### src/rtl/armleocpu_decode_pkg.sv
`default_nettype none
// ============================================================================
// Module : armleocpu_decode_pkg
// Brief  : Shared encodings for the fetch/decode/execute buses and decode helpers
// Rev    : 1.0  initial release
// ============================================================================
package armleocpu_decode_pkg;

   localparam int E2F_CMD_WIDTH = 2;
   localparam logic [E2F_CMD_WIDTH-1:0] E2F_CMD_NONE         = 2'd0;
   localparam logic [E2F_CMD_WIDTH-1:0] E2F_CMD_START_BRANCH = 2'd1;
   localparam logic [E2F_CMD_WIDTH-1:0] E2F_CMD_FLUSH        = 2'd2;
   localparam logic [E2F_CMD_WIDTH-1:0] E2F_CMD_ABORT        = 2'd3;

   localparam int F2E_TYPE_WIDTH = 1;
   localparam logic [F2E_TYPE_WIDTH-1:0] F2E_TYPE_INSTR             = 1'b0;
   localparam logic [F2E_TYPE_WIDTH-1:0] F2E_TYPE_INTERRUPT_PENDING = 1'b1;

   localparam int D2E_CLASS_WIDTH = 4;
   localparam logic [D2E_CLASS_WIDTH-1:0] D2E_CLASS_ALU     = 4'd0;
   localparam logic [D2E_CLASS_WIDTH-1:0] D2E_CLASS_ALUI    = 4'd1;
   localparam logic [D2E_CLASS_WIDTH-1:0] D2E_CLASS_LOAD    = 4'd2;
   localparam logic [D2E_CLASS_WIDTH-1:0] D2E_CLASS_STORE   = 4'd3;
   localparam logic [D2E_CLASS_WIDTH-1:0] D2E_CLASS_BRANCH  = 4'd4;
   localparam logic [D2E_CLASS_WIDTH-1:0] D2E_CLASS_JAL     = 4'd5;
   localparam logic [D2E_CLASS_WIDTH-1:0] D2E_CLASS_JALR    = 4'd6;
   localparam logic [D2E_CLASS_WIDTH-1:0] D2E_CLASS_LUI     = 4'd7;
   localparam logic [D2E_CLASS_WIDTH-1:0] D2E_CLASS_AUIPC   = 4'd8;
   localparam logic [D2E_CLASS_WIDTH-1:0] D2E_CLASS_SYSTEM  = 4'd9;
   localparam logic [D2E_CLASS_WIDTH-1:0] D2E_CLASS_FENCE   = 4'd10;
   localparam logic [D2E_CLASS_WIDTH-1:0] D2E_CLASS_FENCEI  = 4'd11;
   localparam logic [D2E_CLASS_WIDTH-1:0] D2E_CLASS_ILLEGAL = 4'd12;

   typedef enum logic [0:0] {
      ST_RUN    = 1'b0,
      ST_SERIAL = 1'b1
   } state_t;

   typedef struct packed {
      logic [F2E_TYPE_WIDTH-1:0] typ;
      logic [31:0]               instr;
      logic [31:0]               pc;
   } f2d_entry_t;

   function automatic logic [D2E_CLASS_WIDTH-1:0] classify(input logic [31:0] instr);
      logic [D2E_CLASS_WIDTH-1:0] cls;
      cls = D2E_CLASS_ILLEGAL;
      if (instr[1:0] == 2'b11) begin
         case (instr[6:0])
            7'b0110011: cls = D2E_CLASS_ALU;
            7'b0010011: cls = D2E_CLASS_ALUI;
            7'b0000011: cls = D2E_CLASS_LOAD;
            7'b0100011: cls = D2E_CLASS_STORE;
            7'b1100011: cls = D2E_CLASS_BRANCH;
            7'b1101111: cls = D2E_CLASS_JAL;
            7'b1100111: cls = (instr[14:12] == 3'b000) ? D2E_CLASS_JALR : D2E_CLASS_ILLEGAL;
            7'b0110111: cls = D2E_CLASS_LUI;
            7'b0010111: cls = D2E_CLASS_AUIPC;
            7'b1110011: cls = D2E_CLASS_SYSTEM;
            7'b0001111: begin
               if (instr[14:12] == 3'b000)
                  cls = D2E_CLASS_FENCE;
               else if (instr[14:12] == 3'b001)
                  cls = D2E_CLASS_FENCEI;
               else
                  cls = D2E_CLASS_ILLEGAL;
            end
            default:    cls = D2E_CLASS_ILLEGAL;
         endcase
      end
      return cls;
   endfunction

   // CSR instructions source rs1, so SYSTEM counts as an rs1 user
   function automatic logic uses_rs1(input logic [D2E_CLASS_WIDTH-1:0] cls);
      return (cls == D2E_CLASS_ALU)   || (cls == D2E_CLASS_ALUI)   ||
             (cls == D2E_CLASS_LOAD)  || (cls == D2E_CLASS_STORE)  ||
             (cls == D2E_CLASS_BRANCH)|| (cls == D2E_CLASS_JALR)   ||
             (cls == D2E_CLASS_SYSTEM);
   endfunction

   function automatic logic uses_rs2(input logic [D2E_CLASS_WIDTH-1:0] cls);
      return (cls == D2E_CLASS_ALU) || (cls == D2E_CLASS_STORE) || (cls == D2E_CLASS_BRANCH);
   endfunction

endpackage
`default_nettype wire

### src/rtl/armleocpu_decode_skid.sv
`default_nettype none
// ============================================================================
// Module : armleocpu_decode_skid
// Brief  : Two-entry FIFO absorbing fetch results while decode is stalled
// Rev    : 1.0  initial release
// ============================================================================
module armleocpu_decode_skid
   import armleocpu_decode_pkg::*;
(
   input  logic       clk,
   input  logic       rst_n,
   input  logic       flush,
   input  logic       push,
   input  f2d_entry_t push_entry,
   input  logic       pop,
   output f2d_entry_t head,
   output logic [1:0] count
);

   f2d_entry_t r_mem [0:1];
   logic       r_wr_ptr;
   logic       r_rd_ptr;
   logic [1:0] r_count;

   always_ff @(posedge clk or negedge rst_n) begin
      if (!rst_n) begin
         r_wr_ptr <= 1'b0;
         r_rd_ptr <= 1'b0;
         r_count  <= 2'd0;
      end else if (flush) begin
         r_wr_ptr <= 1'b0;
         r_rd_ptr <= 1'b0;
         r_count  <= 2'd0;
      end else begin
         if (push)
            r_wr_ptr <= ~r_wr_ptr;
         if (pop)
            r_rd_ptr <= ~r_rd_ptr;
         r_count <= r_count + {1'b0, push} - {1'b0, pop};
      end
   end

   always_ff @(posedge clk) begin
      if (push && !flush)
         r_mem[r_wr_ptr] <= push_entry;
   end

   assign head  = r_mem[r_rd_ptr];
   assign count = r_count;

`ifdef FORMAL_RULES
   // Fetch keeps at most one request in flight once ABORT is raised
   always @(posedge clk) begin
      if (rst_n && !flush) begin
         assert (!(push && !pop && r_count == 2'd2));
         assert (!(pop && r_count == 2'd0));
      end
   end
`endif

endmodule
`default_nettype wire

### src/rtl/armleocpu_decode.sv
`default_nettype none
// ============================================================================
// Module : armleocpu_decode
// Brief  : Decode stage: buffers fetch output, classifies, throttles fetch
// Rev    : 1.0  initial release
// ============================================================================
module armleocpu_decode
   import armleocpu_decode_pkg::*;
(
   input  logic                       clk,
   input  logic                       rst_n,

   input  logic                       f2d_valid,
   input  logic [F2E_TYPE_WIDTH-1:0]  f2d_type,
   input  logic [31:0]                f2d_instr,
   input  logic [31:0]                f2d_pc,

   output logic                       d2f_ready,
   output logic [E2F_CMD_WIDTH-1:0]   d2f_cmd,
   output logic [31:0]                d2f_branchtarget,

   output logic                       rs1_read,
   output logic [4:0]                 rs1_addr,
   output logic                       rs2_read,
   output logic [4:0]                 rs2_addr,

   output logic                       d2e_valid,
   output logic [F2E_TYPE_WIDTH-1:0]  d2e_type,
   output logic [31:0]                d2e_instr,
   output logic [31:0]                d2e_pc,
   output logic [D2E_CLASS_WIDTH-1:0] d2e_class,

   input  logic                       e2d_ready,
   input  logic [E2F_CMD_WIDTH-1:0]   e2d_cmd,
   input  logic [31:0]                e2d_branchtarget
);

   state_t                     r_state;
   logic [1:0]                 w_count;
   f2d_entry_t                 w_head;
   f2d_entry_t                 w_f2d_entry;
   f2d_entry_t                 w_load_entry;
   logic                       w_redirect;
   logic                       w_d2e_free;
   logic                       w_accept;
   logic                       w_load;
   logic                       w_push;
   logic                       w_pop;
   logic                       w_load_is_instr;
   logic                       w_load_serial;
   logic [D2E_CLASS_WIDTH-1:0] w_load_class;

   assign w_redirect  = (e2d_cmd != E2F_CMD_NONE);
   assign w_f2d_entry = '{typ: f2d_type, instr: f2d_instr, pc: f2d_pc};
   assign w_d2e_free  = !d2e_valid || e2d_ready;
   assign w_accept    = f2d_valid && !w_redirect && (r_state == ST_RUN);

   // Buffered items go first; an empty FIFO lets fetch bypass straight into D2E
   assign w_load       = !w_redirect && (r_state == ST_RUN) && w_d2e_free &&
                         ((w_count != 2'd0) || w_accept);
   assign w_load_entry = (w_count != 2'd0) ? w_head : w_f2d_entry;
   assign w_pop        = w_load && (w_count != 2'd0);
   assign w_push       = w_accept && !(w_load && (w_count == 2'd0));

   assign w_load_class    = classify(w_load_entry.instr);
   assign w_load_is_instr = (w_load_entry.typ == F2E_TYPE_INSTR);
   assign w_load_serial   = !w_load_is_instr ||
                            (w_load_class == D2E_CLASS_SYSTEM) ||
                            (w_load_class == D2E_CLASS_FENCEI);

   armleocpu_decode_skid u_skid (
      .clk        (clk),
      .rst_n      (rst_n),
      .flush      (w_redirect),
      .push       (w_push),
      .push_entry (w_f2d_entry),
      .pop        (w_pop),
      .head       (w_head),
      .count      (w_count)
   );

   always_comb begin
      d2f_cmd          = E2F_CMD_NONE;
      d2f_branchtarget = e2d_branchtarget;
      if (w_redirect)
         d2f_cmd = e2d_cmd;
      else if (r_state == ST_SERIAL)
         d2f_cmd = E2F_CMD_ABORT;
      else if ((w_count != 2'd0) || (d2e_valid && !e2d_ready))
         d2f_cmd = E2F_CMD_ABORT;
   end

   assign d2f_ready = (d2f_cmd != E2F_CMD_NONE);

   always_ff @(posedge clk or negedge rst_n) begin
      if (!rst_n) begin
         r_state   <= ST_RUN;
         d2e_valid <= 1'b0;
         d2e_type  <= F2E_TYPE_INSTR;
         d2e_instr <= 32'd0;
         d2e_pc    <= 32'd0;
         d2e_class <= D2E_CLASS_ILLEGAL;
         rs1_read  <= 1'b0;
         rs2_read  <= 1'b0;
         rs1_addr  <= 5'd0;
         rs2_addr  <= 5'd0;
      end else begin
         rs1_read <= 1'b0;
         rs2_read <= 1'b0;
         if (w_redirect) begin
            d2e_valid <= 1'b0;
            r_state   <= ST_RUN;
         end else if (w_load) begin
            d2e_valid <= 1'b1;
            d2e_type  <= w_load_entry.typ;
            d2e_instr <= w_load_entry.instr;
            d2e_pc    <= w_load_entry.pc;
            d2e_class <= w_load_class;
            rs1_read  <= w_load_is_instr && uses_rs1(w_load_class);
            rs2_read  <= w_load_is_instr && uses_rs2(w_load_class);
            rs1_addr  <= w_load_entry.instr[19:15];
            rs2_addr  <= w_load_entry.instr[24:20];
            if (w_load_serial)
               r_state <= ST_SERIAL;
         end else if (e2d_ready) begin
            d2e_valid <= 1'b0;
         end
      end
   end

endmodule
`default_nettype wire

### config.mk
export PLATFORM = sky130hd
export DESIGN_NAME = armleocpu_decode
export DESIGN_NICKNAME = d
export VERILOG_FILES = /design/src/rtl/armleocpu_decode_pkg.sv /design/src/rtl/armleocpu_decode_skid.sv /design/src/rtl/armleocpu_decode.sv
export SDC_FILE = /design/constraint.sdc
export NUM_CORES = 1
export LEC_CHECK = 0
export ABC_AREA = 1
export CAP_MARGIN = 20
export CORE_AREA = 2 2 153 155
export DETAILED_ROUTE_END_ITERATION = 10
export DIE_AREA = 0 0 155 157
export GPL_ROUTABILITY_DRIVEN = 0
export PLACE_DENSITY_LB_ADDON = 0.15
export REMOVE_ABC_BUFFERS = 1
export SLEW_MARGIN = 10
export SYNTH_ARGS = -nofsm -noshare
export SYNTH_HDL_FRONTEND = slang
export SYNTH_SLANG_ARGS = --single-unit
### constraint.sdc
create_clock -name clk -period 11.3 [get_ports clk]
set_input_delay 2.26 -clock clk [delete_from_list [all_inputs] [get_ports clk]]
set_output_delay 2.26 -clock clk [all_outputs]
set_load 0.02 [all_outputs]
# ---- Yosys cells after proc, flatten, opt, wreduce, memory -nomap -nowiden
# Memory sizes are Yosys's and may differ from the RTL's.
# Index checks and enable logic that the tools add are counted.
dict set report word_totals {
  ram_bits 130
  inputBits 103
  out_inout_bits 117
  ff_bits 87
  memories 1
  word_cells 109
}
dict set report classes {
  reduce_logical 42
  n_addsub 2
  n_mux 26
  bitwise_logic 5
  eq_ne 20
}
# memory words word_bits read_ports rd_ports_with_merged_regs write_ports line
set mem_list {}
lappend mem_list {u_skid.r_mem 2 65 1 0 1 armleocpu_decode_skid.sv:20} ;# f2d_entry_t r_mem [0:1];
# op count
set op_table {}
lappend op_table {{65-bit 2-to-1 mux} 1}
lappend op_table {{4-bit case mux with 11 select lines} 1}
lappend op_table {{7-bit == test (second input constant)} 4}
lappend op_table {{7-bit by 6-bit == test with 1-bit output (second input constant)} 3}
lappend op_table {{1-bit 2-to-1 mux} 16}
lappend op_table {{7-bit by 5-bit == test with 1-bit output (second input constant)} 2}
lappend op_table {{2-bit nonzero test} 7}
lappend op_table {{1-bit logical OR} 13}
lappend op_table {{1-bit logical AND} 12}
lappend op_table {{4-bit by 2-bit == test with 1-bit output (second input constant)} 2}
lappend op_table {{4-bit by 3-bit == test with 1-bit output (second input constant)} 2}
lappend op_table {{4-bit == test (second input constant)} 2}
lappend op_table {{2-bit 2-to-1 mux} 4}
lappend op_table {{4-bit 2-to-1 mux} 2}
lappend op_table {{7-bit by 2-bit == test with 1-bit output (second input constant)} 1}
lappend op_table {{7-bit by 4-bit == test with 1-bit output (second input constant)} 1}
lappend op_table {{3-bit 2-to-1 mux} 2}
lappend op_table {{1-bit NOT} 5}
lappend op_table {{4-bit by 1-bit == test with 1-bit output (second input constant)} 1}
lappend op_table {{1-bit logical NOT} 4}
lappend op_table {{4-bit logical NOT} 1}
lappend op_table {{2-bit AND reduction} 2}
lappend op_table {{3-bit by 1-bit == test with 1-bit output (second input constant)} 1}
lappend op_table {{3-bit logical NOT} 1}
lappend op_table {{other kinds (5)} 5}

# ---- Longest topological paths before layout
# Gate-level depths: netlist (run 1).
dict set report depth {
  depth_word 17
  ltp_mapped 15
  ltp_nobuf 14
}

# ---- By module
# A second synthesis (run 1) with hierarchy kept.
dict set report hier_totals {
  cells_unflattened 770
  hier_area_um2 9071.2
}
# module cells_each area_per_inst_um2 instances
set modules_own_cells {}
lappend modules_own_cells {armleocpu_decode_skid 229 5009.8 1}
lappend modules_own_cells {armleocpu_decode 541 4061.4 1}

# ---- Least setup slack after synthesis (run 1)
# No wires, ideal clock.
dict set report synth_timing {
  path_type {input to register}
  from {in e2d_cmd[1]}
  to {mem u_skid.r_mem[1][0] (netlist name), enable pin}
  setup_slack_ns 5.216
  arrival_ns 5.595
  cell_stages 5
  cell_sequence {nor2_2 -> nand2_1 -> nor3_1 -> inv_1 -> nor2_1}
}
dict set report synth_between {
  elab_chain_len 12
  word_cells_on_any_way 14
}
# item line
set synth_lines {}
lappend synth_lines {{start, declared} armleocpu_decode.sv:34} ;# input logic [E2F_CMD_WIDTH-1:0] e2d_cmd,
lappend synth_lines {{2-bit nonzero test *} armleocpu_decode.sv:53} ;# assign w_redirect = (e2d_cmd != E2F_CMD_NONE);
lappend synth_lines {{1-bit logical NOT *} {armleocpu_decode_skid.sv:44, armleocpu_decode.sv:56, armleocpu_decode.sv:59}}
lappend synth_lines {{1-bit logical AND (2 in series)} armleocpu_decode.sv:56} ;# assign w_accept = f2d_valid && !w_redirect && (r_state == ST_RUN);
lappend synth_lines {{1-bit logical OR} armleocpu_decode.sv:60} ;# ((w_count != 2'd0) || w_accept);
lappend synth_lines {{1-bit logical AND} armleocpu_decode.sv:59} ;# assign w_load = !w_redirect && (r_state == ST_RUN) && w_d2e_free &&
lappend synth_lines {{1-bit logical AND} armleocpu_decode.sv:63} ;# assign w_push = w_accept && !(w_load && (w_count == 2'd0));
lappend synth_lines {{1-bit logical NOT} armleocpu_decode.sv:63}
lappend synth_lines {{1-bit logical AND} armleocpu_decode.sv:63}
lappend synth_lines {{1-bit logical AND *} armleocpu_decode_skid.sv:44} ;# if (push && !flush)
lappend synth_lines {{1-bit 2-to-1 mux *} armleocpu_decode_skid.sv:44}
lappend synth_lines {{1-bit 2-to-1 mux (not written as such) *} armleocpu_decode_skid.sv:45} ;# r_mem[r_wr_ptr] <= push_entry;
lappend synth_lines {{end, declared} armleocpu_decode_skid.sv:20}
# Mark *: on every way between the ends. The rest lies on a longest branch, timed or not.

# ---- Final worst setup path (run 1)
dict set report layout_timing {
  from {in e2d_ready}
  to {out d2f_cmd[1]}
}
dict set report layout_between {
  elab_chain_len 6
}
# item line
set layout_lines {}
lappend layout_lines {{start, declared} armleocpu_decode.sv:33} ;# input logic e2d_ready,
lappend layout_lines {{1-bit logical NOT} armleocpu_decode.sv:89} ;# else if ((w_count != 2'd0) || (d2e_valid && !e2d_ready))
lappend layout_lines {{1-bit logical AND} armleocpu_decode.sv:89}
lappend layout_lines {{1-bit logical OR} armleocpu_decode.sv:89}
lappend layout_lines {{2-bit 2-to-1 mux} armleocpu_decode.sv:89}
lappend layout_lines {{2-bit 2-to-1 mux} armleocpu_decode.sv:87} ;# else if (r_state == ST_SERIAL)
lappend layout_lines {{2-bit 2-to-1 mux} armleocpu_decode.sv:85} ;# if (w_redirect)
lappend layout_lines {{end, declared} armleocpu_decode.sv:19} ;# output logic [E2F_CMD_WIDTH-1:0] d2f_cmd,
# No other way between the ends.

==> impl_metrics.toml, run 1 <==
[finish]
drive_above_1_share = 0.0956
num-fill-cells = 2083
seqCellArea_um2 = 5830
fin_area_um2 = 11200
final_nets = 1060
diodes = 0
area_growth_pct = 24.9
multiInputGateArea_um2 = 2450

[pwr]
netSwitchingFraction = 0.248
power_leakage_nw = 4.35
p_sw_mw = 0.475
p_clk_frac = 0.395
internal_power_mw = 1.44
vdd.ir_drop.worst_uv = 103
comb_power_share = 0.144
power_frac_seq = 0.461
power_density_nw_per_um2 = 171

[setup_path]
crit_path_max_fanout = 3
timing.rr.end = "u_skid.r_mem[1][24]"
startpoint = "e2d_ready"
r2r_cells = 7
crit_path_end_kind = "output pin"
r2r-start = "u_skid.count[1]"
worst-endpoint-required_ns = 9.04
cp-start-kind = "primary input"
setup.reg_to_reg.worst_slack_ns = 8.09
cp_data_arrival_time_ns = 3.78
worstSetupPathType = "in -> out"

[timing]
worst_slack_ns = 5.26
finalHoldViolCount = 0
hold_ws_ns = 0.466
period_share = 0.534
fmax_mhz = 166
fin_skew_ns = 0.0182
fin_tns_setup_ns = 0
max_slew.worst_pin.slew_ns = 0.972
setup_viol = 0
grt_setup_unrepaired = "false"
min_period_ns = 6.04
slew_viol_final = 0
relSlewSlack = 0.352

[synth]
synth-edff-count = 130
yosysUniqueCellTypes = 33
yosys_warnings = 0
synth-seq-area-share = 0.653
synth_cells = 852
synth-seq-cells = 207
synthArstFlopShare = 0.372
yosysTopAreaCell = "edfxtp_1"
synthTopCellsByArea = "edfxtp_1 (44%), dfrtp_1 (21%), nand2_1 (11%)"
synth_ff_type = "edfxtp_1"
syn_area_um2 = 8940
syn_area_per_cell_um2 = 10.5
synth.top_cell.area_share = 0.437

[place]
hpwlAfterDp_um = 12300
dpl_cell_area_um2 = 10400
pre_cts_slack_ns = 5.25
port-buffer-count = 155

[floorplanning]
ioPinCount = 220
dieWidth_um = 155
core_area_um2 = 22500
rows = 55
initial_utilization = 0.397
fp.dieArea_um2 = 24300
die_h_um = 157

[drt]
vias = 6121
totalWireLength_um = 20600
drc = 0
postRouteAntennaNets = 0
drt-wirelength-per-cell_um = 16.4
dr.pass1.iters = 5
drt-initial-drc-count = 317
vias_per_cell = 4.87

[global_routing]
gr-total-overflow = 0
grt_usage = 0.170
antenna_found_initial = 0
grt_pass1_wl_um = 32700
grt_max_degree = 132
grt_pass1_vias = 5962

[clock_network]
path_clk_slew_ns = 0.06
hold_buffers = 0
post_cts_buffers = 0
cts-root-buf = "clkbuf_16"
cts_sinks = 207
htreeDepth = 1
cts_tree = "done"
cts_buffers = 24
ctsLongestPathBuffers = 3
clock_latency_ns = 0.52
post_cts_resized = 0

[min_path]
min_path_type = "reg -> reg"
whs_endpoint = "d2e_class[2]"
hold_path_depth = 2
worstHoldStart = "d2e_class[2]"

[job]
drv_cap = 0

[outcome]
status = "finished clean"
==> power groups by stage <==
stage | Clock, mW | Combinational (mW) | Sequential, mW
after global routing | 0.802 | 0.298 | 0.887
after floorplan | 0 | 0.0547 | 0.958
after CTS | 0.773 | 0.279 | 0.882
after detailed placement | 0 | 0.278 | 0.896
after global placement | 0 | 0.276 | 0.895
final | 0.755 | 0.275 | 0.881
==> flip-flops by register name, summed over array words and instances, names as in the netlist, 2 cells and up <==
register / cells
d2e_class: 4
d2e_instr: 24
d2e_pc: 32
rs1_addr: 4
rs2_addr: 4
u_skid.count: 2
u_skid.r_mem: 130
==> through the flow <==
step	instances	utilization	total power, mW
floorplan	767	-	1.01
global placement	1213	0.460	1.17
detailed placement	1213	0.460	1.17
CTS	1257	0.495	1.93
global route	1258	0.496	1.99
finish	1258	0.496	1.91
==> worst max path at each step <==
stage,to,slack [ns]
global route,d2f_cmd[1],5.15
global placement,d2f_cmd[0],5.27
detailed placement,d2f_cmd[1],5.25
finish,d2f_cmd[1],5.26
CTS,d2f_cmd[1],5.26
floorplan,u_skid.r_mem[1][0],5.22
==> area by class of cell <==
class / count / area share
clock buffer: 28 / 0.0570
multi-input combinational: 527 / 0.219
inverter: 33 / 0.0113
tap: 285 / 0.0320
clock inverter: 16 / 0.0130
sequential: 207 / 0.523
timing repair buffer: 162 / 0.145
==> layout by cell type (no fill, tap or decap), types with 7 or more instances in the layout <==
| cell type | n |
|---|---|
| nand3_1 | 69 |
| edfxtp_1 | 130 |
| clkdlybuf4s50_1 | 154 |
| inv_1 | 26 |
| nand2_2 | 17 |
| buf_4 | 7 |
| clkbuf_16 | 24 |
| nand2_1 | 260 |
| nor2_1 | 22 |
| o21ai_1 | 8 |
| o21ai_0 | 120 |
| dfrtp_1 | 74 |
==> worst max-delay path: stages <==
cell	delay (ns)
clkdlybuf4s50_1	0.39
nor2_1	0.19
nor2_1	0.10
nand2_1	0.10
nand2_1	0.06
nand2_1	0.07
clkdlybuf4s50_1	0.60
==> cells by family after synthesis <==
group / after synthesis / share of synthesized area
xor+xnor: 2 / 0.00196
flops: 207 / 0.653
buf+inv: 118 / 0.0759
fa+ha+maj: 2 / 0.00280
simple gates: 389 / 0.190
compound gates: 134 / 0.0766
==> routing by layer <==
layer | up-vias | global-route usage | part of all wire
li1 | 3029 | - | -
met1 | 2895 | 0.231 | 0.46
met2 | 171 | 0.271 | 0.46
met3 | 26 | 0.0468 | 0.068
met4 | 0 | 0.0437 | 0.017
met5 | - | 0.0104 | 0
==> cells in the mapped netlist, types with 4 or more instances <==
| master | number |
|---|---|
| buf_2 | 21 |
| buf_4 | 45 |
| clkbuf_1 | 15 |
| dfrtp_1 | 75 |
| edfxtp_1 | 130 |
| inv_1 | 26 |
| inv_2 | 6 |
| nand2_1 | 260 |
| nand2_2 | 17 |
| nand2_4 | 4 |
| nand3_1 | 69 |
| nor2_1 | 24 |
| nor2_4 | 4 |
| o21ai_0 | 120 |
| o21ai_1 | 8 |
Power figures use the tool's default switching activity.
==> inputs of run 2 (changes only) <==
- clock period: 11.3 -> 5 ns (I/O delays scaled with it)
==> run 2 against run 1 <==
Net effect:
- global-route usage increased by 0.12 points
- die area unchanged
- sequential power grew 130%
- cell area is 0.89% lower
- clock power increased by 100%
- final cell count down 0.24%
- via count is 0.69% lower
- routed wire length grew 0.85%
- register-to-register slack lost 5.9 ns
- largest cell class unchanged
- core utilization is 0.44 points lower
==> impl_metrics.toml, run 2 (same netlist as run 1, synthesis figures left out) <==
[outcome]
status = "finished clean"

[timing]
fin_skew_ns = 0.0136
min_period_ns = 3.52
grt_setup_unrepaired = "false"
worst_slack_ns = 1.48
period_share = 0.705
slew_viol_final = 0
max_slew.worst_pin.slew_ns = 0.971
setup_viol = 0
finalHoldViolCount = 0
relSlewSlack = 0.350
fin_tns_setup_ns = 0
fmax_mhz = 284

[finish]
final_nets = 1059
area_growth_pct = 23.8
finalNonFillerCells = 1255
num-fill-cells = 2095
multiInputGateArea_um2 = 2450
reg_top3 = "u_skid.r_mem (130), d2e_pc (32), d2e_instr (24)"
layout_common_cells = "nand2_1 (260), clkdlybuf4s50_1 (154), edfxtp_1 (130)"
diodes = 0
final_common_cell = "nand2_1"
drive_above_1_share = 0.0845
largest_reg_flops = 130
regMostFlops = "u_skid.r_mem"
seqCellArea_um2 = 5830

[place]
hpwlAfterDp_um = 12700
port-buffer-count = 155
pre_cts_slack_ns = 1.44
place_inst = 1214

[drt]
drc = 0
postRouteAntennaNets = 0
drt-wirelength-per-cell_um = 16.6
totalWireLength_um = 20800
drt-initial-drc-count = 274
vias = 6079
dr.pass1.iters = 4
vias_per_cell = 4.84

[clock_network]
cts_tree = "done"
cts-root-buf = "clkbuf_16"
clock_latency_ns = 0.50
hold_buffers = 0
htreeDepth = 1
cts_sinks = 207
post_cts_buffers = 0
ctsLongestPathBuffers = 3
path_clk_slew_ns = 0.06
post_cts_resized = 0
cts_buffers = 23

[min_path]
hold_path_depth = 2
whs_endpoint = "d2e_class[2]"
min_path_type = "reg -> reg"
worstHoldStart = "d2e_class[2]"

[global_routing]
grt_max_degree = 132
gr-total-overflow = 0
grt_pass1_wl_um = 32900
antenna_found_initial = 0
grt_usage = 0.171
grt_pass1_vias = 6012

[setup_path]
cp_data_arrival_time_ns = 2.52
worstSetupPathType = "in -> out"
r2r-start = "u_skid.count[1]"
setup.reg_to_reg.worst_slack_ns = 2.16
crit_path_max_fanout = 3
r2r_cells = 7
timing.rr.end = "u_skid.r_mem[0][49]"
crit_path_end_kind = "output pin"
worst-endpoint-required_ns = 4.00
cp-start-kind = "primary input"

[job]
drv_cap = 0

[pwr]
power_density_nw_per_um2 = 373
power_leakage_nw = 4.30
vdd.ir_drop.worst_uv = 233

[floorplanning]
rows = 55
dieWidth_um = 155
fp.dieArea_um2 = 24300
initial_utilization = 0.397
die_h_um = 157
core_area_um2 = 22500
ioPinCount = 220
-- run 2: changes by cell type in the layout (fill, tap and decap cells not counted), moves of 2 or more --
cell,previous run,this run
clkbuf_1,2,12
bufinv_16,2,0
clkinv_1,4,2
clkinvlp_4,2,0
clkinv_2,6,1
-- run 2: power by group --
part           internal (mW)  leakage (nW)  switching [mW]
combinational          0.302          1.84           0.321
clock                  0.883         0.324           0.636
sequential              1.93          2.14          0.0614
-- run 2: how the worst max path moves through the flow --
stage / start / to / slack [ns] / cells past startpoint
after floorplan: e2d_cmd[1] / u_skid.r_mem[1][0] / 0.18 / 5
after global placement: e2d_cmd[1] / u_skid.r_mem[0][36] / 1.47 / 7
after detailed placement: e2d_cmd[1] / u_skid.r_mem[0][44] / 1.44 / 7
after CTS: u_skid.count[1] / d2f_cmd[0] / 1.40 / 7
after global routing: u_skid.count[1] / d2f_cmd[1] / 1.20 / 7
final: e2d_ready / d2f_cmd[0] / 1.48 / 7
-- run 2: critical path: stages --
cell	delay [ns]
clkdlybuf4s50_1	0.40
nor2_1	0.20
nor2_1	0.10
nand2_1	0.10
nand2_1	0.06
nand2_1	0.07
clkdlybuf4s50_1	0.59
-- run 2: cell type report --
cell class,instances,area share
clock buffer,37,0.0586
clock inverter,4,0.00192
inverter,33,0.0114
multi-input combinational,527,0.221
sequential,207,0.527
tap,285,0.0322
timing repair buffer,162,0.147
-- run 2: layer usage --
| metal | wire (um) | track usage |
|---|---|---|
| met1 | 9280 | 0.228 |
| met2 | 9760 | 0.281 |
| met3 | 1520 | 0.0487 |
| met4 | 243 | 0.0357 |
| met5 | 0 | 0.0104 |
-- run 2: metrics by stage --
step,utilization,power (mW),cell area [um^2],hold slack (ns)
after global placement,0.462,2.65,10400,0.458
after floorplan,-,2.29,8390,0.501
after CTS,0.492,4.19,11100,0.473
final,0.492,4.13,11100,0.469
after global routing,0.492,4.31,11100,0.502
after detailed placement,0.462,2.65,10400,0.463
==> inputs of run 3 (changes only) <==
- clock period: 5 -> 3.46 ns (I/O delays scaled with it)
==> run 3 against run 2 <==
Net effect:
- core utilization grew 0.54 points
- clock power grew 55%
- clock-buffer cell count shrank 1
- setup slack lost 0.90 ns
- flip-flop and latch count is the same
- critical path type is now reg -> out
- highest routed layer unchanged
- routed wire length grew 0.35%
- critical path depth is the same
- combinational power grew 45%
- register-to-register slack lost 1.4 ns
==> impl_metrics.toml, run 3 (same netlist as run 1, synthesis figures left out) <==
[outcome]
status = "finished clean"

[setup_path]
r2r-start = "u_skid.count[1]"
cp_slowest_stage_delay_ns = 0.54
crit_chain = "inv_2 -> nand2_8 -> nor2_1 -> nand2_1 -> nand2_1 -> nand2_1 -> clkdlybuf4s50_1"
slowest_stage = "clkdlybuf4s50_1"
crit_path_end_kind = "output pin"
cp_top_family = "simple AND/OR/NAND/NOR gates"
path_common_cell = "nand2_1"
worstSetupPathType = "reg -> out"
worst-endpoint-required_ns = 2.77
startpoint = "u_skid.count[1]"
crit_path_max_fanout = 56
cp-start-kind = "flip-flop"
path_buf_inv = 2
cp_data_arrival_time_ns = 2.19

[floorplanning]
die_h_um = 157
fp.dieArea_um2 = 24300
ioPinCount = 220
rows = 55
initial_utilization = 0.397
core_area_um2 = 22500
dieWidth_um = 155

[global_routing]
antenna_found_initial = 0
gr-total-overflow = 0
grt_usage = 0.173
grt_pass1_vias = 5998
grt_pass1_wl_um = 33000
grt_max_degree = 77

[pwr]
vdd.ir_drop.worst_uv = 310
p_total_mw = 6.14
power_density_nw_per_um2 = 549
power_leakage_nw = 4.37

[finish]
reg_top3 = "u_skid.r_mem (130), d2e_pc (32), d2e_instr (24)"
drive_above_1_share = 0.0963
largest_reg_flops = 130
final_nets = 1064
final_common_cell = "nand2_1"
diodes = 0
layout_common_cells = "nand2_1 (260), clkdlybuf4s50_1 (154), edfxtp_1 (130)"
fin_area_um2 = 11200
finalNonFillerCells = 1261
regMostFlops = "u_skid.r_mem"
area_growth_pct = 25.1

[clock_network]
hold_buffers = 0
htreeDepth = 1
cts_buffers = 23
cts_sinks = 207
ctsLongestPathBuffers = 3
cts_tree = "done"
post_cts_buffers = 0
cts-root-buf = "clkbuf_16"
clock_latency_ns = 0.50
path_clk_slew_ns = 0.06
post_cts_resized = 0

[place]
port-buffer-count = 155
pre_cts_slack_ns = 0.478
dpl_cell_area_um2 = 10400
hpwlAfterDp_um = 13200
place_inst = 1218

[timing]
min_period_ns = 2.88
max_slew.worst_pin.slew_ns = 0.765
slew_viol_final = 0
finalHoldViolCount = 0
period_share = 0.833
fmax_mhz = 347
worst_slack_ns = 0.579
fin_tns_setup_ns = 0
grt_setup_unrepaired = "false"
setup_viol = 0
fin_skew_ns = 0.00890
relSlewSlack = 0.490

[drt]
drc = 0
vias = 6155
drt-initial-drc-count = 262
totalWireLength_um = 20900
postRouteAntennaNets = 0
vias_per_cell = 4.88
dr.pass1.iters = 4
drt-wirelength-per-cell_um = 16.6

[min_path]
min_path_type = "in -> async"

[job]
drv_cap = 0
run 3: layer usage:
metal | share of wire | wire length, um | global-route usage | up-vias
met5 | 0 | 0 | 0.0104 | -
met4 | 0.016 | 325 | 0.0397 | 0
met3 | 0.063 | 1320 | 0.0454 | 24
met2 | 0.48 | 9980 | 0.290 | 179
met1 | 0.44 | 9250 | 0.225 | 2923
li1 | - | - | - | 3029
run 3: worst reg2reg max path, stage by stage (launching register included):
cell and delay [ns]:
dfrtp_1 0.38, inv_2 0.07, nand2_8 0.27, buf_4 0.67
nand3_1 0.21, o21ai_1 0.29, nand2_1 0.19, nor2_1 0.17
nand3_1 0.11, nand3_1 0.11, nand2_1 0.06, nor2_1 0.08
run 3: final timing paths:
check                          endpoint  slack (ns)  cells past startpoint
setup / recovery             d2f_cmd[0]        0.58                      7
hold / removal               d2e_pc[15]        0.22                      1
setup reg to reg               rs1_read        0.79                     11
hold reg to reg            d2e_class[2]        0.47                      2
max in group asynchronous  d2e_class[2]        2.48                      2
min in group clk           d2e_class[2]        0.47                      2
run 3: layout make-up:
| cell class | instances | area, um^2 |
|---|---|---|
| tap | 285 | 357 |
| inverter | 33 | 126 |
| clock buffer | 36 | 684 |
| clock inverter | 6 | 57.6 |
| sequential | 207 | 5830 |
| fill | 2136 | 11300 |
| multi-input combinational | 527 | 2450 |
| timing repair buffer | 167 | 1680 |
run 3: per-stage QoR:
stage | utilization | hold WS, ns
6_report | 0.497 | 0.219
5_1_grt | 0.497 | 0.263
4_1_cts | 0.496 | 0.231
3_5_place_dp | 0.463 | 0.461
3_3_place_gp | 0.463 | 0.460
2_1_floorplan | - | 0.396
run 3: report_power, final:
group / total (mW) / switching (mW) / internal, mW
clock: 2.36 / 0.935 / 1.43
sequential: 2.88 / 0.0907 / 2.79
combinational: 0.902 / 0.464 / 0.438
total: 6.14 / 1.49 / 4.65
